[config.mk]
export PLATFORM = sky130hd
export DESIGN_NAME = hazard_ctrl_unit
export DESIGN_NICKNAME = d
export VERILOG_FILES = /design/src/rtl/hazard_ctrl_unit.sv
export SDC_FILE = /design/constraint.sdc
export NUM_CORES = 1
export LEC_CHECK = 0
export BUFFER_PORTS_ARGS = -buffer_cell sky130_fd_sc_hd__buf_4
export CAP_MARGIN = 20
export CORE_MARGIN = 2
export CORE_UTILIZATION = 40
export CTS_CLUSTER_DIAMETER = 30
export DETAILED_ROUTE_END_ITERATION = 6
export GPL_ROUTABILITY_DRIVEN = 0
export PLACE_DENSITY = 0.75
export SLEW_MARGIN = 20
export SYNTH_ARGS = -nofsm -noshare
export SYNTH_HDL_FRONTEND = slang
export SYNTH_SLANG_ARGS = --single-unit
[constraint.sdc]
create_clock -name clk -period 1.7 [get_ports clk]
set_clock_uncertainty 0.15 [all_clocks]
set_input_delay 0.085 -clock clk [delete_from_list [all_inputs] [get_ports clk]]
set_output_delay 0.085 -clock clk [all_outputs]
set_load 0.05 [all_outputs]
[src/rtl/hazard_ctrl_unit.sv]
// hazard_ctrl_unit: load-use bubbles, branch flush and memory freeze control for the ID stage.
// Define HAZARD_PERF_CNT_EN to build the stall_cycles/flush_count performance counters.
module hazard_ctrl_unit #(
   parameter int REG_ADDR_W      = 4,
   parameter int LOAD_USE_CYCLES = 1,
   parameter int MAX_WAIT        = 255
) (
   input  logic                  clk,
   input  logic                  reset,
   input  logic [REG_ADDR_W-1:0] id_rn,
   input  logic [REG_ADDR_W-1:0] id_rm,
   input  logic [REG_ADDR_W-1:0] id_rd,
   input  logic                  id_use_rn,
   input  logic                  id_use_rm,
   input  logic                  id_use_rd,
   input  logic [REG_ADDR_W-1:0] ex_rd,
   input  logic                  ex_mem_read,
   input  logic                  branch_taken,
   input  logic                  mem_busy,
   output logic                  nop_select,
   output logic                  pc_enable,
   output logic                  if_id_enable,
   output logic                  if_id_flush,
   output logic                  pipe_freeze,
   output logic                  stall_active,
   output logic                  timeout_err,
   output logic [15:0]           stall_cycles,
   output logic [15:0]           flush_count
);
   typedef enum logic [1:0] {RUN, STALL, FREEZE} state_t;

   localparam logic [3:0] LU_RELOAD  = 4'(LOAD_USE_CYCLES - 1);
   localparam logic [7:0] WAIT_LIMIT = 8'(MAX_WAIT);

   state_t     state_q, state_d, ret_q, ret_d, eff_state;
   logic [3:0] stall_cnt_q, stall_cnt_d;
   logic [7:0] wait_cnt_q, wait_cnt_d;
   logic       timeout_q, timeout_d;
   logic       load_use;

   assign load_use = ex_mem_read && ex_rd != '1 &&
                     ((id_use_rn && id_rn == ex_rd) || (id_use_rm && id_rm == ex_rd) ||
                      (id_use_rd && id_rd == ex_rd));
   // Once memory releases, the frozen state behaves exactly like the state it interrupted.
   assign eff_state = (state_q == FREEZE) ? ret_q : state_q;

   always_ff @(posedge clk) begin
      if (reset) begin
         state_q     <= RUN;
         ret_q       <= RUN;
         stall_cnt_q <= 4'd0;
         wait_cnt_q  <= 8'd0;
         timeout_q   <= 1'b0;
      end else begin
         state_q     <= state_d;
         ret_q       <= ret_d;
         stall_cnt_q <= stall_cnt_d;
         wait_cnt_q  <= wait_cnt_d;
         timeout_q   <= timeout_d;
      end
   end

   always_comb begin
      state_d     = state_q;
      ret_d       = ret_q;
      stall_cnt_d = stall_cnt_q;
      wait_cnt_d  = 8'd0;
      timeout_d   = timeout_q;
      if (mem_busy) begin
         state_d    = FREEZE;
         ret_d      = (state_q == FREEZE) ? ret_q : state_q;
         wait_cnt_d = (wait_cnt_q == 8'hFF) ? wait_cnt_q : wait_cnt_q + 8'd1;
         timeout_d  = timeout_q || wait_cnt_d == WAIT_LIMIT;
      end else if (eff_state == STALL) begin
         stall_cnt_d = stall_cnt_q - 4'd1;
         state_d     = (stall_cnt_q == 4'd1) ? RUN : STALL;
      end else begin
         state_d     = (load_use && LOAD_USE_CYCLES > 1) ? STALL : RUN;
         stall_cnt_d = load_use ? LU_RELOAD : stall_cnt_q;
      end
   end

   always_comb begin
      nop_select   = 1'b0;
      pc_enable    = 1'b1;
      if_id_enable = 1'b1;
      if_id_flush  = 1'b0;
      pipe_freeze  = 1'b0;
      if (reset) begin
         nop_select   = 1'b1;
         pc_enable    = 1'b0;
         if_id_enable = 1'b0;
      end else if (mem_busy) begin
         pc_enable    = 1'b0;
         if_id_enable = 1'b0;
         pipe_freeze  = 1'b1;
      end else if (eff_state == STALL || load_use) begin
         nop_select   = 1'b1;
         pc_enable    = 1'b0;
         if_id_enable = 1'b0;
      end else begin
         if_id_flush  = branch_taken;
      end
   end

   assign stall_active = !reset && state_q != RUN;
   assign timeout_err  = timeout_q;

`ifdef HAZARD_PERF_CNT_EN
   logic [15:0] stall_cycles_q, flush_count_q;

   always_ff @(posedge clk) begin
      if (reset) begin
         stall_cycles_q <= 16'h0000;
         flush_count_q  <= 16'h0000;
      end else begin
         if ((nop_select || pipe_freeze) && stall_cycles_q != 16'hFFFF) stall_cycles_q <= stall_cycles_q + 16'd1;
         if (if_id_flush && flush_count_q != 16'hFFFF) flush_count_q <= flush_count_q + 16'd1;
      end
   end

   assign stall_cycles = stall_cycles_q;
   assign flush_count  = flush_count_q;
`else
   assign stall_cycles = 16'h0000;
   assign flush_count  = 16'h0000;
`endif
endmodule

* Word-level counts from Yosys, hierarchy flattened *
Cells that the tools add are included.

storage, ports and cells
  output and inout port bits = 39
  input bits = 24
  register bits = 17

operators by class
  mux-type cells = 18
  eq/ne operators = 9
  reductions and logical operators = 16
  add/sub/neg operators = 2
  bitwise gates (word level) = 2

operator list
  kind                   number
  $eq A8 B8 Y1 const B   2
  $mux W1                13
  $eq A4 B4 Y1           3
  $add A8 B1 Y8 const B  1
  $mux W4                2
  $mux W8                1
  $logic_and A1 B1 Y1    6
  $eq A4 B1 Y1 const B   1
  $logic_or A1 B1 Y1     4
  $mux W2                2
  $ne A4 B4 Y1 const B   1
  $reduce_bool A2 Y1     2
  $sub A4 B1 Y4 const B  1
  $reduce_or A3 Y1       1
  $eq A2 B1 Y1 const B   1
  $eq A2 B2 Y1 const B   1
  $not A1 Y1             2
  $reduce_and A2 Y1      1
  $reduce_or A2 Y1       1
  $logic_not A1 Y1       1

* Depth between registers and ports, before layout *
Gate-level depths: netlist of the first run.

  depth after elaboration = 9
  depth in mapped cells = 7
  gate-level depth less buffers = 6

* Least setup slack after synthesis of the first run *
OpenSTA, ideal clock, no wires.

  path kind = reg2out
  start point = reg state_q[0]
  end point = out pc_enable
  data required time = 1465 ps
  buffers on the path = 2
  arrival = 2162 ps
  cell stages (with the launch flop) = 8
  slack = -697 ps
  path through = dfxtp_1 nand4bb_1 nand3_1 a41oi_1 and3_1 buf_6 nor2b_1 buf_4

on the way
  word-level cells in the longest chain between the ends = 7

RTL lines
  item                    RTL line  RTL
  start, declared         35        state_t state_q, state_d, ret_q, ret_d, eff_state;
  start signal, assigned  55        state_q <= state_d;
  $eq A2 B2 Y1            45        assign eff_state = (state_q == FREEZE) ? ret_q : state_q;
  $mux W2 *               --
  $eq A2 B1 Y1 *          97        end else if (eff_state == STALL || load_use) begin
  $logic_or A1 B1 Y1 *    97
  $mux W1 * (3 in a row)  --
  end, declared           21        output logic pc_enable,

Mark *: on every way between the ends. The rest lies on a longest branch, timed or not.

* Worst setup path after layout of the first run *
  start point = reg state_q[0]
  end point = out if_id_flush

on the way
  word-level cells in the longest chain between the ends = 7

RTL lines
  item                  RTL line  RTL
  $eq A2 B2 Y1          45
  $mux W2 *             --
  $eq A2 B1 Y1 *        97
  $logic_or A1 B1 Y1 *  97
  $mux W1 *             97
  $mux W1 *             93        end else if (mem_busy) begin
  $mux W1 *             89        if (reset) begin
  end, declared         23        output logic if_id_flush,

Marks and branches as above.

==> results_dict.tcl, run 1 <==
set metrics [dict create \
    status "finished, violations left" \
    failed_checks "setup timing" \
    routed_via_density 4.795 \
    vdd_drop_max_mv 0.1990 \
    nNetsFinal 221 \
    clock.fmax_mhz 538.2 \
    setup_viol 4 \
    leakagePower_nw 0.7127 \
    layout_commonest_cell "buf_4" \
    clk_path_buf_depth 2 \
    hold_slack_ns 0.03271 \
    ant_nets 0 \
    drc 0 \
    grt_overflow_total 0 \
    wire_per_inst_um 11.23 \
    grtUsageTotal_pct 14.64 \
    rrSetupSlack_ns 0.14 \
    layout_min_cycle_time_ns 1.858 \
    port_buffers 30 \
    cp-start-kind "register" \
    holdPathStages 4 \
    grt_pass1_vias 938 \
    worstHoldEndpoint "stall_cnt_q[1]" \
    syn_inst 150 \
    yosysWarnings 0 \
    maxSlewViolCount 0 \
    cts_root_buf "clkbuf_4" \
    fin_crit_sh_pct 109.3 \
    total_power_mw 0.9962 \
    initial_core_util_pct 43.13 \
    end_kind "output pin" \
    timing.rr.end "stall_cnt_q[3]" \
    reg2reg_depth 6 \
    dieArea_mm2 0.003480 \
    cp_max_fo 3 \
    areaGrowthSynthToFinish_pct 27.30 \
    grt_setup_unrepaired "yes" \
    cp.required_ns 1.46 \
    grt_pass1_wl_um 4057 \
    first_pass_iters 4 \
    clock_latency_ns 0.29 \
    yosysUniqueCellTypes 34 \
    clkPwrFrac_pct 22.1 \
    place_ws_ns 0.04495 \
    mostFrequentLayoutCells "37 x buf_4, 32 x conb_1, 14 x dfxtp_1" \
    rows 19 \
    drive_above_1_share_pct 30.05 \
    synth-seq-cells 17 \
    critPathKind "reg -> out" \
    combPwrFrac_pct 36.3 \
    htree_num_levels 1 \
    pwr-share-seq_pct 41.6 \
    ioPinCount 63 \
    antenna_found_initial 0 \
    n_fill_cell 258 \
    grt_start_max_net_pins 11 \
    syn_area_mm2 0.001210 \
    swShare_pct 39.99 \
    drv_cap 0 \
    cts_tree "built" \
    vias 1074 \
    avgSynthCellArea_um2 8.066 \
    clkTransAtPathRegs_ns 0.11 \
    internal_power_mw 0.5978 \
    dp.final_hpwl_um 1941 \
    min_path_type "in -> reg" \
    drt-initial-drc-count 27 \
    finalHoldViolCount 0 \
    rr_startpoint "state_q[0]" \
    numCtsBuffers 3 \
    hold_start "id_use_rd" \
    fin_ws_ns -0.1582 \
    power_switching_mw 0.3983 \
    die_y_um 59.00 \
    core_area_mm2 0.002805 \
    antenna_cells 0 \
    die_w_um 59.00 \
    p_per_area_mw_per_mm2 646.8 \
    routed_wirelength_um 2515 \
    ys_seq_area_share_pct 28.13 \
    arrival_ns 1.62 \
    cts.sinks 17 \
]
-- worst max-delay path by stage --
| stage | startpoint | endpoint | slack, ns | cells after the start |
|---|---|---|---|---|
| floorplan | state_q[0] | nop_select | -0.20 | 6 |
| global placement | state_q[0] | if_id_flush | 0.06 | 6 |
| detailed placement | state_q[0] | nop_select | 0.04 | 7 |
| CTS | state_q[0] | if_id_flush | -0.14 | 6 |
| global route | state_q[0] | if_id_flush | -0.22 | 6 |
| finish | state_q[0] | if_id_flush | -0.16 | 6 |
-- metrics by stage --
| step | setup TNS [ns] | area, um2 | util [%] | instances |
|---|---|---|---|---|
| floorplan | -0.3963 | 1335 | - | 181 |
| global placement | 0 | 1389 | 49.51 | 214 |
| detailed placement | 0 | 1389 | 49.51 | 214 |
| CTS | -0.5063 | 1524 | 54.33 | 223 |
| global route | -0.8499 | 1540 | 54.91 | 224 |
| finish | -0.5870 | 1540 | 54.91 | 224 |
-- layout make-up --
cell class                 count  area (um2)  area share, %
clock inverter                 1       5.005         0.3249
clock buffer                   3       22.52          1.462
tap                           31       38.79          2.518
multi-input combinational    123       758.2          49.23
timing repair buffer          43       346.6          22.50
sequential                    17       346.6          22.50
inverter                       6       22.52          1.462
-- per-layer routing --
metal  vias up  part of all wire (%)  track usage (%)
met1       480                    47            20.65
met5         -                     0                0
met3         6                   4.4            1.747
met2        43                    47            23.02
met4         0                   1.6            5.195
li1        545                     -                -
-- state kept, by name, summed over array words and instances, names as in the netlist --
signal / count
wait_cnt_q: 8
stall_cnt_q: 4
ret_q: 2
state_q: 2
timeout_err: 1
-- kinds of logic (layout without fill, tap and decap cells) --
kind of cell               count (synthesis)  in the layout  share of synthesized area, %
xor gates and xnor gates                  13             13                         9.411
buffers and inverters                     41             53                         23.58
other                                      1             32                        0.3099
adders and majority gates                  3              3                         3.103
and+or+nand+nor                           47             47                         19.86
AOI/OAI and AO/OA                         27             27                         14.79
muxes                                      1              1                        0.8273
DFF                                       17             17                         28.13
-- worst max-delay path: stages, from the launching register on --
cell       delay (ns)
dfxtp_2          0.38
nand4bb_4        0.15
nand3_2          0.07
a41oi_2          0.17
and3_4           0.22
and3b_2          0.19
buf_8            0.14
-- timing repair --
item,4_1_cts,5_1_grt
setup buffers,3,1
endpoints found under the setup margin,4,9
endpoints found under the hold margin,2,0
hold buffers,2,0
pin swaps,4,1
gates resized for setup,13,5
-- power by group through the flow --
stage	Combinational (mW)	Sequential, mW	Clock [mW]
floorplan	0.314	0.422	0
global placement	0.337	0.423	0
detailed placement	0.339	0.423	0
CTS	0.358	0.415	0.220
global route	0.383	0.415	0.240
finish	0.361	0.415	0.220
-- synth_stat cells --
master | number | area [um2]
buf_4 | 33 | 247.7
dfxtp_1 | 17 | 340.3
nor2_1 | 13 | 48.80
nand2_1 | 9 | 33.78
xor2_1 | 9 | 78.83
a21oi_1 | 8 | 40.04
inv_1 | 6 | 22.52
nor3_1 | 6 | 30.03
nand4_1 | 4 | 25.02
o21ai_0 | 4 | 20.02
xnor2_1 | 4 | 35.03
a31oi_1 | 3 | 18.77
and3_1 | 3 | 18.77
ha_1 | 3 | 37.54
nand2b_1 | 3 | 18.77
nand3_1 | 3 | 15.01
a211oi_1 | 2 | 15.01
a22o_1 | 2 | 17.52
a41oi_1 | 2 | 17.52
and4_1 | 2 | 17.52
a22oi_1 | 1 | 7.510
a2bb2oi_1 | 1 | 8.760
and2_1 | 1 | 6.260
and3b_1 | 1 | 8.760
buf_6 | 1 | 11.26
clkbuf_1 | 1 | 3.750
conb_1 | 1 | 3.750
mux2i_1 | 1 | 10.01
nand4bb_1 | 1 | 11.26
nor2b_1 | 1 | 6.260
o2111ai_1 | 1 | 8.760
o211ai_1 | 1 | 7.510
o221ai_1 | 1 | 8.760
o22a_1 | 1 | 8.760
(Power assumes the default switching activity.)
==> run 2, diff against run 1 <==
--- a/config.mk
+++ b/config.mk
@@ -13,6 +13,7 @@
 export DETAILED_ROUTE_END_ITERATION = 6
 export GPL_ROUTABILITY_DRIVEN = 0
 export PLACE_DENSITY = 0.75
+export SETUP_SLACK_MARGIN = 0.3
 export SLEW_MARGIN = 20
 export SYNTH_ARGS = -nofsm -noshare
 export SYNTH_HDL_FRONTEND = slang
==> results_dict.tcl, run 2 (same netlist as run 1, synthesis figures left out) <==
set metrics [dict create \
    status "finished, violations left" \
    failed_checks "setup timing" \
    htree_num_levels 1 \
    p_per_area_mw_per_mm2 581.1 \
    dieArea_mm2 0.003480 \
    drive_above_1_share_pct 42.50 \
    cts_tree "built" \
    initial_core_util_pct 43.13 \
    cts_root_buf "clkbuf_4" \
    wire_per_inst_um 12.17 \
    routed_via_density 4.887 \
    antenna_found_initial 0 \
    cp-start-kind "register" \
    fin_ws_ns -0.1858 \
    layout_min_cycle_time_ns 1.886 \
    hold_slack_ns 0.06182 \
    die_w_um 59.00 \
    leakagePower_nw 0.8038 \
    min_path_type "in -> reg" \
    ioPinCount 63 \
    grtUsageTotal_pct 15.82 \
    cp.required_ns 1.46 \
    port_buffers 30 \
    grt_pass1_wl_um 4298 \
    clk_path_buf_depth 2 \
    cts.sinks 17 \
    routed_wirelength_um 2812 \
    fin_util_pct 62.53 \
    ant_nets 0 \
    cp_max_fo 4 \
    vias 1129 \
    n_fill_cell 244 \
    largest_reg_flops 8 \
    setup_viol 4 \
    finalHoldViolCount 0 \
    antenna_cells 0 \
    final_area_mm2 0.001754 \
    first_pass_iters 4 \
    post_dp_cell_area_mm2 0.001390 \
    critPathKind "reg -> out" \
    areaGrowthSynthToFinish_pct 44.98 \
    core_area_mm2 0.002805 \
    maxSlewViolCount 0 \
    top_register "wait_cnt_q" \
    end_kind "output pin" \
    drv_cap 0 \
    numCtsBuffers 3 \
    setup_tns_ns -0.6631 \
    die_y_um 59.00 \
    nNetsFinal 228 \
    fin_crit_sh_pct 110.9 \
    clock_latency_ns 0.29 \
    vdd_drop_max_mv 0.3549 \
    clock.fmax_mhz 530.3 \
    drt-initial-drc-count 29 \
    layout_commonest_cell "buf_4" \
    largestRegisters "wait_cnt_q x8, stall_cnt_q x4" \
    grt_overflow_total 0 \
    clkTransAtPathRegs_ns 0.10 \
    grt_pass1_vias 957 \
    dp.final_hpwl_um 1874 \
    drc 0 \
    mostFrequentLayoutCells "35 x buf_4, 32 x conb_1, 11 x nor2_1, 11 x buf_6, 11 x dfxtp_1" \
    grt_start_max_net_pins 10 \
    arrival_ns 1.65 \
    rows 19 \
    grt_setup_unrepaired "yes" \
]
-- run 2: layer usage --
layer / global-route usage [%] / share of wire, % / routed length, um
met1: 20.51 / 43 / 1218
met2: 26.83 / 50 / 1413
met3: 2.838 / 4.9 / 139
met4: 4.545 / 1.4 / 40
met5: 0 / 0 / 0
-- run 2: area by class of cell --
type | count | area [um2] | share of cell area [%]
Clock buffer | 4 | 26.28 | 1.498
Tap cell | 31 | 38.79 | 2.211
Sequential cell | 17 | 360.3 | 20.54
Multi-Input combinational cell | 123 | 874.6 | 49.86
Inverter | 6 | 22.52 | 1.284
Timing Repair Buffer | 50 | 431.7 | 24.61
-- run 2: worst paths after layout --
path,to,cells past startpoint,from,slack (ns)
worst max register to register,stall_cnt_q[2],7,state_q[0],0.11
worst min register to register,ret_q[1],2,ret_q[1],0.36
worst min-delay path,stall_cnt_q[1],4,id_use_rm,0.06
worst max-delay path,if_id_flush,6,state_q[1],-0.19
-- run 2: power by group --
group	internal, mW	switching (mW)
clock network	0.0913	0.125
logic	0.124	0.266
registers	0.401	0.0110
-- run 2: metrics by stage --
step / std cells / setup slack, ns / power [mW]
floorplan: 181 / -0.1014 / 0.7416
global placement: 209 / 0.02764 / 0.7589
detailed placement: 209 / 0.06306 / 0.7607
CTS: 226 / -0.1646 / 1.007
global route: 231 / -0.2865 / 1.074
finish: 231 / -0.1858 / 1.019
-- run 2: what timing repair did --
action | in CTS | in global routing
pin swaps | 7 | 11
setup endpoints to repair | 9 | 17
endpoints found under the hold margin | 2 | 0
cloned | 0 | 0
resized for setup | 22 | 27
buffers inserted | 10 | 5
hold buffers | 3 | 0
-- run 2: worst max-delay path: stages, from the launching register on --
cell,delay [ns]
dfxtp_4,0.39
nand2b_4,0.14
nand3_2,0.08
a41oi_2,0.19
and3_4,0.22
and3b_2,0.19
buf_8,0.14
